### src/rtl/pulse_sched_pkg.sv
// Shared definitions for the pulse synchronizer scheduler.
//   state_t  : scheduler FSM states (idle, issue one pulse, enforce spacing gap)
//   ST_W     : width of the state encoding
//   DEF_*    : default parameter values for the requester count, gap width and
//              pending-counter width
package pulse_sched_pkg;

    localparam int ST_W   = 2;
    localparam int DEF_N  = 4;
    localparam int DEF_GW = 4;
    localparam int DEF_CW = 3;

    typedef enum logic [ST_W-1:0] {
        ST_IDLE  = 2'd0,
        ST_ISSUE = 2'd1,
        ST_GAP   = 2'd2
    } state_t;

endpackage

### src/rtl/pulse_rr_pick.sv
// Combinational round-robin picker.
//   pending   in  N    requesters with at least one unserved event
//   pointer   in  IDW  index with highest priority this round
//   grant     out IDW  first pending index at/after pointer, wrapping mod N
//   any_valid out 1    at least one requester is pending
module pulse_rr_pick #(
    parameter int N   = 4,
    parameter int IDW = 2
) (
    input  logic [N-1:0]   pending,
    input  logic [IDW-1:0] pointer,
    output logic [IDW-1:0] grant,
    output logic           any_valid
);

    // Walk offsets from the far end down to 0 so the closest pending index
    // to the pointer is the last one written and therefore wins.
    always_comb begin
        grant     = '0;
        any_valid = 1'b0;
        for (int k = N - 1; k >= 0; k--) begin
            int j;
            j = int'(pointer) + k;
            if (j >= N) begin
                j = j - N;
            end
            if (pending[j]) begin
                grant     = IDW'(j);
                any_valid = 1'b1;
            end
        end
    end

endmodule

### src/rtl/pulse_sync_sched.sv
// Source-domain scheduler that shares one toggle pulse synchronizer between
// N requesters. Events are stored per requester, granted round-robin, and
// issued as single-cycle pulses separated by at least gap_cfg+2 cycles so the
// destination domain sees every toggle.
//
// Ports:
//   src_clk    in   1    source-domain clock
//   src_rst    in   1    synchronous reset, active-high
//   enable     in   1    allow new grants from idle (pending keeps collecting)
//   req_pulse  in   N    one-cycle event per requester
//   gap_cfg    in   GW   extra idle cycles after each issued pulse
//   ovf_clr    in   1    clear all sticky overflow flags
//   sync_pulse out  1    registered pulse to the synchronizer input
//   sync_id    out  IDW  registered requester id, valid with sync_pulse
//   busy       out  1    scheduler is issuing or spacing
//   pending    out  N    requester has at least one unserved event
//   ovf_sticky out  N    an event from the requester was dropped
//
// Build option: define PULSE_SCHED_CNT_EN to store up to 2^CW-1 events per
// requester in a saturating counter; otherwise each requester holds a single
// pending bit and repeated events coalesce.
module pulse_sync_sched
    import pulse_sched_pkg::*;
#(
    parameter int N   = DEF_N,
    parameter int IDW = $clog2(N),
    parameter int GW  = DEF_GW,
    parameter int CW  = DEF_CW
) (
    input  logic           src_clk,
    input  logic           src_rst,
    input  logic           enable,
    input  logic [N-1:0]   req_pulse,
    input  logic [GW-1:0]  gap_cfg,
    input  logic           ovf_clr,
    output logic           sync_pulse,
    output logic [IDW-1:0] sync_id,
    output logic           busy,
    output logic [N-1:0]   pending,
    output logic [N-1:0]   ovf_sticky
);

    if (N < 2 || N > 16 || CW < 1 || IDW < $clog2(N)) begin : g_param_err
        $error("pulse_sync_sched: unsupported parameter combination");
    end

    state_t         state_q, state_d;
    logic [IDW-1:0] ptr_q, ptr_d;
    logic [IDW-1:0] grant_q, grant_d;
    logic [GW-1:0]  gap_q, gap_d;
    logic           sync_pulse_q, sync_pulse_d;
    logic [IDW-1:0] sync_id_q, sync_id_d;
    logic [N-1:0]   ovf_q, ovf_d;
    logic [N-1:0]   cons;
    logic [N-1:0]   set_ovf;
    logic [N-1:0]   pend_vec;
    logic [IDW-1:0] pick_idx;
    logic           pick_vld;

    pulse_rr_pick #(
        .N   (N),
        .IDW (IDW)
    ) u_pick (
        .pending   (pend_vec),
        .pointer   (ptr_q),
        .grant     (pick_idx),
        .any_valid (pick_vld)
    );

`ifdef PULSE_SCHED_CNT_EN
    logic [CW-1:0] cnt_q [N];
    logic [CW-1:0] cnt_d [N];

    // A simultaneous arrival and consume leaves the count unchanged; a full
    // counter only overflows when nothing is consumed in the same cycle.
    always_comb begin
        set_ovf  = '0;
        pend_vec = '0;
        for (int i = 0; i < N; i++) begin
            cnt_d[i]    = cnt_q[i];
            pend_vec[i] = (cnt_q[i] != '0);
            if (req_pulse[i] && !cons[i]) begin
                if (&cnt_q[i]) begin
                    set_ovf[i] = 1'b1;
                end else begin
                    cnt_d[i] = cnt_q[i] + CW'(1);
                end
            end else if (cons[i] && !req_pulse[i]) begin
                cnt_d[i] = cnt_q[i] - CW'(1);
            end
        end
    end

    always_ff @(posedge src_clk) begin
        for (int i = 0; i < N; i++) begin
            if (src_rst) begin
                cnt_q[i] <= '0;
            end else begin
                cnt_q[i] <= cnt_d[i];
            end
        end
    end
`else
    logic [N-1:0] pend_q, pend_d;

    // Arrival wins over consume, so an event landing in its own issue cycle
    // stays pending; a set bit that is not consumed drops the new event.
    always_comb begin
        pend_d   = (pend_q & ~cons) | req_pulse;
        set_ovf  = pend_q & req_pulse & ~cons;
        pend_vec = pend_q;
    end

    always_ff @(posedge src_clk) begin
        if (src_rst) begin
            pend_q <= '0;
        end else begin
            pend_q <= pend_d;
        end
    end
`endif

    // A new overflow outranks a clear in the same cycle.
    always_comb begin
        ovf_d = set_ovf | (ovf_q & ~{N{ovf_clr}});
    end

    always_comb begin
        state_d      = state_q;
        ptr_d        = ptr_q;
        grant_d      = grant_q;
        gap_d        = gap_q;
        sync_pulse_d = 1'b0;
        sync_id_d    = '0;
        cons         = '0;
        case (state_q)
            ST_IDLE: begin
                // The pulse register is loaded on the transition so it is
                // high exactly while the FSM sits in ISSUE.
                if (enable && pick_vld) begin
                    state_d      = ST_ISSUE;
                    grant_d      = pick_idx;
                    sync_pulse_d = 1'b1;
                    sync_id_d    = pick_idx;
                end
            end
            ST_ISSUE: begin
                cons[grant_q] = 1'b1;
                ptr_d         = (grant_q == IDW'(N - 1)) ? '0 : grant_q + IDW'(1);
                gap_d         = gap_cfg;
                state_d       = (gap_cfg != '0) ? ST_GAP : ST_IDLE;
            end
            ST_GAP: begin
                // Loaded with gap_cfg, so the FSM spends exactly gap_cfg
                // cycles here before returning to IDLE.
                gap_d = gap_q - GW'(1);
                if (gap_q <= GW'(1)) begin
                    state_d = ST_IDLE;
                end
            end
            default: begin
                state_d = ST_IDLE;
            end
        endcase
    end

    always_ff @(posedge src_clk) begin
        if (src_rst) begin
            state_q      <= ST_IDLE;
            ptr_q        <= '0;
            grant_q      <= '0;
            gap_q        <= '0;
            sync_pulse_q <= 1'b0;
            sync_id_q    <= '0;
            ovf_q        <= '0;
        end else begin
            state_q      <= state_d;
            ptr_q        <= ptr_d;
            grant_q      <= grant_d;
            gap_q        <= gap_d;
            sync_pulse_q <= sync_pulse_d;
            sync_id_q    <= sync_id_d;
            ovf_q        <= ovf_d;
        end
    end

    assign sync_pulse = sync_pulse_q;
    assign sync_id    = sync_id_q;
    assign busy       = (state_q != ST_IDLE);
    assign pending    = pend_vec;
    assign ovf_sticky = ovf_q;

endmodule

### config.mk
export PLATFORM = sky130hd
export DESIGN_NAME = pulse_sync_sched
export DESIGN_NICKNAME = d
export VERILOG_FILES = /design/src/rtl/pulse_sched_pkg.sv /design/src/rtl/pulse_rr_pick.sv /design/src/rtl/pulse_sync_sched.sv
export SDC_FILE = /design/constraint.sdc
export NUM_CORES = 1
export LEC_CHECK = 0
export CAP_MARGIN = 40
export CORE_ASPECT_RATIO = 1.1
export CORE_MARGIN = 4
export CORE_UTILIZATION = 52
export CTS_CLUSTER_DIAMETER = 150
export DETAILED_ROUTE_END_ITERATION = 16
export PLACE_DENSITY = 0.82
export SLEW_MARGIN = 20
export SYNTH_ARGS = -nofsm -noshare
export SYNTH_HDL_FRONTEND = slang
export SYNTH_SLANG_ARGS = --single-unit
### constraint.sdc
create_clock -name src_clk -period 3.45 [get_ports src_clk]
set_input_delay 0.69 -clock src_clk [delete_from_list [all_inputs] [get_ports src_clk]]
set_output_delay 0.69 -clock src_clk [all_outputs]
set_load 0.02 [all_outputs]
Yosys cells after proc, flatten, opt, wreduce, memory -nomap -nowiden
Index checks and enable logic that the tools add are counted.
- multiplexer cells: 34
- equal/unequal tests: 5
- order comparisons: 11
- bitwise operators: 10
- reductions and logical operators: 10
- add/subtract/negate cells: 9
- operators with widths (kind ; count):
    $lt 32x4->1 const B ; 4
    $mux 32 ; 4
    $ge 32x4->1 const B ; 3
    $sub 32x4->32 const B ; 3
    $and 4x4->4 ; 4
    $mux 2 ; 8
    $mux 1 ; 14
    $bmux 1 s2 ; 4
    $not 4->4 ; 2
    $or 4x4->4 ; 2
    $pmux 4 s2 ; 1
    $add 2x2->3 const B ; 2
    $pmux 2 s3 ; 1
    $eq 2x2->1 const B ; 2
    $le 4x1->1 const B ; 1
    $mux 4 ; 1
    $ne 2x2->1 const B ; 2
    $reduce_and 2->1 ; 2
    $reduce_bool 2->1 ; 2
    $reduce_bool 4->1 ; 1
    $sub 2x3->4 const B ; 1
    $sub 4x1->4 const B ; 1
    $add 2x1->3 const B ; 1
    $ge 2x3->1 const B ; 1
    other kinds (10) ; 12
- input bits: 12
- word-level logic and storage cells: 87
- register bits: 21
- output and inout bits: 12

Logic depth before layout (Yosys ltp)
- depth in word-level cells: 13
- gate-level depth with buffers: 6
- mapped depth without buffers: 6

By module
Synthesis repeated with hierarchy kept, for this count alone.
- cell total of the unflattened synthesis: 119
- area, all modules: 1046.0 um2
- modules (own cells, without submodules) (module ; area an instance (um2) ; instances ; sequential area each (um2) ; cells each):
    pulse_sync_sched ; 968.4 ; 1 ; 420.4 ; 106
    pulse_rr_pick ; 77.6 ; 1 ; 0.0 ; 13

Least setup slack after synthesis
Ideal clock, no wire load.
- kind: register -> output
- start: reg state_q[0]
- end: out busy
- path buffers: 0
- setup slack: 1.966 ns
- cell stages (with the launch flop): 4
- data arrival time: 0.794 ns
- cell sequence: dfxtp_1 -> inv_1 -> ha_1 -> inv_1
- longest elaborated chain between the ends: 1
- RTL lines (what ; RTL line ; RTL):
    from (decl) ; pulse_sync_sched.sv:47 ; state_t state_q, state_d;
    from (signal assigned) ; pulse_sync_sched.sv:177 ; state_q <= state_d;
    $reduce_bool 2->1 ; pulse_sync_sched.sv:189 ; assign busy = (state_q != ST_IDLE);
    to (decl) ; pulse_sync_sched.sv:38 ; output logic busy,
No other way between the ends.

Worst setup path in the final report
Ends and elaborated chain as after synthesis.

==> out/summary.txt <==
Sequential power share: 51.2%
Clock latency on the worst-skew pair: 290 ps
Grt met1 use: 18.5%
Final setup vio count: 0
Largest net degree at the start of global routing: 21
Net Switching: 171 uW
Clk sink count: 21
Syn Area/Cell: 8.72 um2
Post-layout min period: 2390 ps
Die height: 54.4 um
Worst path most repeated cell: inv_1
Synthesized net count: 138
# Post-CTS Setup Buffers: 0
Slew headroom: 50.6%
CTS Buf Count: 3
Cts repair resizes: 0
First-iteration detailed-routing DRC count: 14
Critical path data arrival time: 1700 ps
Met2 Usage GRT: 30.4%
Drt pass-1 iters: 4
CTS H-tree depth: 1
Clock skew: 5.26 ps
GRT met3 Usage: 5.18%
Nets: 163
Initial antenna violation count: 0
Peak supply drop: 0.283 mV
Maximum root-to-sink buffer count: 2
Delay-heaviest family, CP: buffers and inverters
Register area: 420 um2
Busiest layer in global routing: met2
Unrepaired setup endpoints after global routing: false
Vias in the first global route: 879
# DRC: 0
Chip width: 50.2 um
Power share of the combinational group: 27.8%
Fin cells: 168
Sw Share: 31.0%
Filler instances: 141
Initial Util: 56.0%
Hold Crit Class: register to register
Post-synthesis register bit count: 21
Row count: 16
Setup TNS: 0 ps
First-pass GRT wire length: 3560 um
Max-cap violations: 0
CTS hold repair buffers: 0
Final slew viol count: 0
Ant diodes: 0
Gr ovfl total: 0
Cell count after synthesis: 117
GPL Wtd Cong: 0.856
Final Hold Fails: 0
Internal power: 382 uW
Number of library cell types mapped by synthesis: 28
Crit path cell chain: inv_1 > ha_1 > inv_1 > clkdlybuf4s50_1
Clock Tree Root: clkbuf_4
Clock power share: 21.0%
Multi-input logic area: 551 um2
Die area: 0.00273 mm2
Vias: 891
WL/cell: 12.3 um
TritonCTS clock tree: yes
Post-Place Cells: 164
Synth top area share: 41.2%
Crit end category: output port
Layout cells sized above 1: 3.55%
DP Wirelength: 1610 um
Kind of critical path: register to output port
Largest area contributor in the netlist: dfxtp_1
Dominant cells by area after synthesis: dfxtp_1, ha_1, nor2_1
Number of buffers added on ports: 23
Area Growth Syn to Fin: 27.4%
Data required, critical path: 2760 ps
Clock-pin slew on the worst setup and hold paths: 120 ps
Largest stage delay on the critical path: 610 ps
Setup WS pre-CTS: 1220 ps
F_max: 418 MHz
Post-DRT Antenna Nets: 0
CP Buf/Inv Count: 3
DR vias/cell: 5.30
Slew @ Worst Pin: 738 ps
GRT Total Usage: 17.1%
LEAKAGE: 0.000515 uW
Core area: 0.00182 mm2
IO Count: 24
Critical path fanouts, max: 3
Wirelength, routed: 2060 um
Post-synthesis sequential area ratio: 41.2%
Crit share post-route: 69.4%
Status: finished clean
Tot Pwr: 554 uW
PwrDens: 426 mW/mm2
Crit start category: register
Cell Area, Synth: 0.00102 mm2
CP max stage cell: clkdlybuf4s50_1
Worst Setup Slack, final: 1060 ps
Number of synthesis warnings: 0
cells in the final DEF (no fill, tap or decap):
cell type / instances
nor4b_2: 1
o21ai_1: 1
and2b_1: 1
o21ai_0: 2
o41a_1: 1
or4_1: 1
nand3_1: 2
nand2_1: 3
a22o_1: 1
o2bb2ai_1: 1
clkdlybuf4s50_1: 23
nor2b_1: 7
ha_1: 9
a211oi_1: 4
a21boi_0: 3
mux2i_1: 4
clkbuf_1: 1
o31ai_1: 1
o21bai_1: 1
a21oi_1: 9
a22oi_1: 2
o41ai_1: 1
clkbuf_4: 3
nor2_1: 23
nand2_4: 1
a31o_1: 1
nor4_1: 1
inv_1: 10
nor3_1: 2
dfxtp_1: 21
final timing paths:
check / slack, ps / endpoint / startpoint / cells past startpoint
max: 1060 / busy / state_q[0] / 4
min: 500 / state_q[1] / state_q[1] / 2
max reg2reg: 2000 / state_q[0] / gap_q[0] / 6
min reg2reg: 500 / state_q[1] / state_q[1] / 2
worst min-delay path, delay by kind of cell, from the launching register on:
kind             cells  cell delay (ps)
multiplexers         1               60
AND/OR/NAND/NOR      1               60
flip-flops           1              350
area by class of cell:
cell class	count	area share (%)
Clock buffer	4	2.02
Inverter	10	2.89
Multi-Input combinational cell	83	42.4
Sequential cell	21	32.4
Tap cell	27	2.60
Timing Repair Buffer	23	17.7
sequential cells by signal (all words and copies together) (netlist names):
| signal | cells |
|---|---|
| gap_q | 4 |
| ovf_sticky | 4 |
| pending | 4 |
| grant_q | 2 |
| ptr_q | 2 |
| state_q | 2 |
| sync_id | 2 |
| sync_pulse | 1 |
power by group through the flow:
stage                     sequential, uW  combinational [uW]  clock (uW)
after floorplan                      294                92.7           0
after global placement               288                 150           0
after detailed placement             289                 154           0
after CTS                            283                 155         119
after global routing                 288                 171         129
final                                284                 154         116
metal layers:
metal	up-vias	routed length, um	part of all wire, %
li1	450	-	-
met1	413	955	46
met2	26	983	48
met3	2	104	5.1
met4	0	14	0.68
met5	-	0	0
synthesized netlist by cell type:
master     count
o41a_1         1
nor4b_2        1
dfxtp_1       21
nor2_1        23
nor3_1         2
o31ai_1        1
a31o_1         1
a22oi_1        2
nand2_1        3
nor4_1         1
and2b_1        1
o41ai_1        1
nor2b_1        7
o21bai_1       1
clkbuf_1       3
o21ai_0        2
mux2i_1        4
o2bb2ai_1      1
o21ai_1        1
nand2_4        1
nand3_1        2
or4_1          1
inv_1         10
a22o_1         1
a21boi_0       3
a211oi_1       4
a21oi_1        9
ha_1           9
kinds of logic after synthesis:
logic type | count (synthesis) | share of synthesized area (%)
compound gates | 28 | 18.5
simple gates | 42 | 20.5
buf+inv | 13 | 4.79
flops | 21 | 41.2
fa+ha+maj | 9 | 11.0
mux | 4 | 3.93
per-stage QoR:
stage | instance area, um2 | hold WS [ps] | util, %
after floorplan | 1020 | 455 | -
after global placement | 1270 | 473 | 69.8
after detailed placement | 1270 | 490 | 69.8
after CTS | 1300 | 506 | 71.3
after global routing | 1300 | 551 | 71.3
final | 1300 | 501 | 71.3
(Power assumes the default switching activity.)
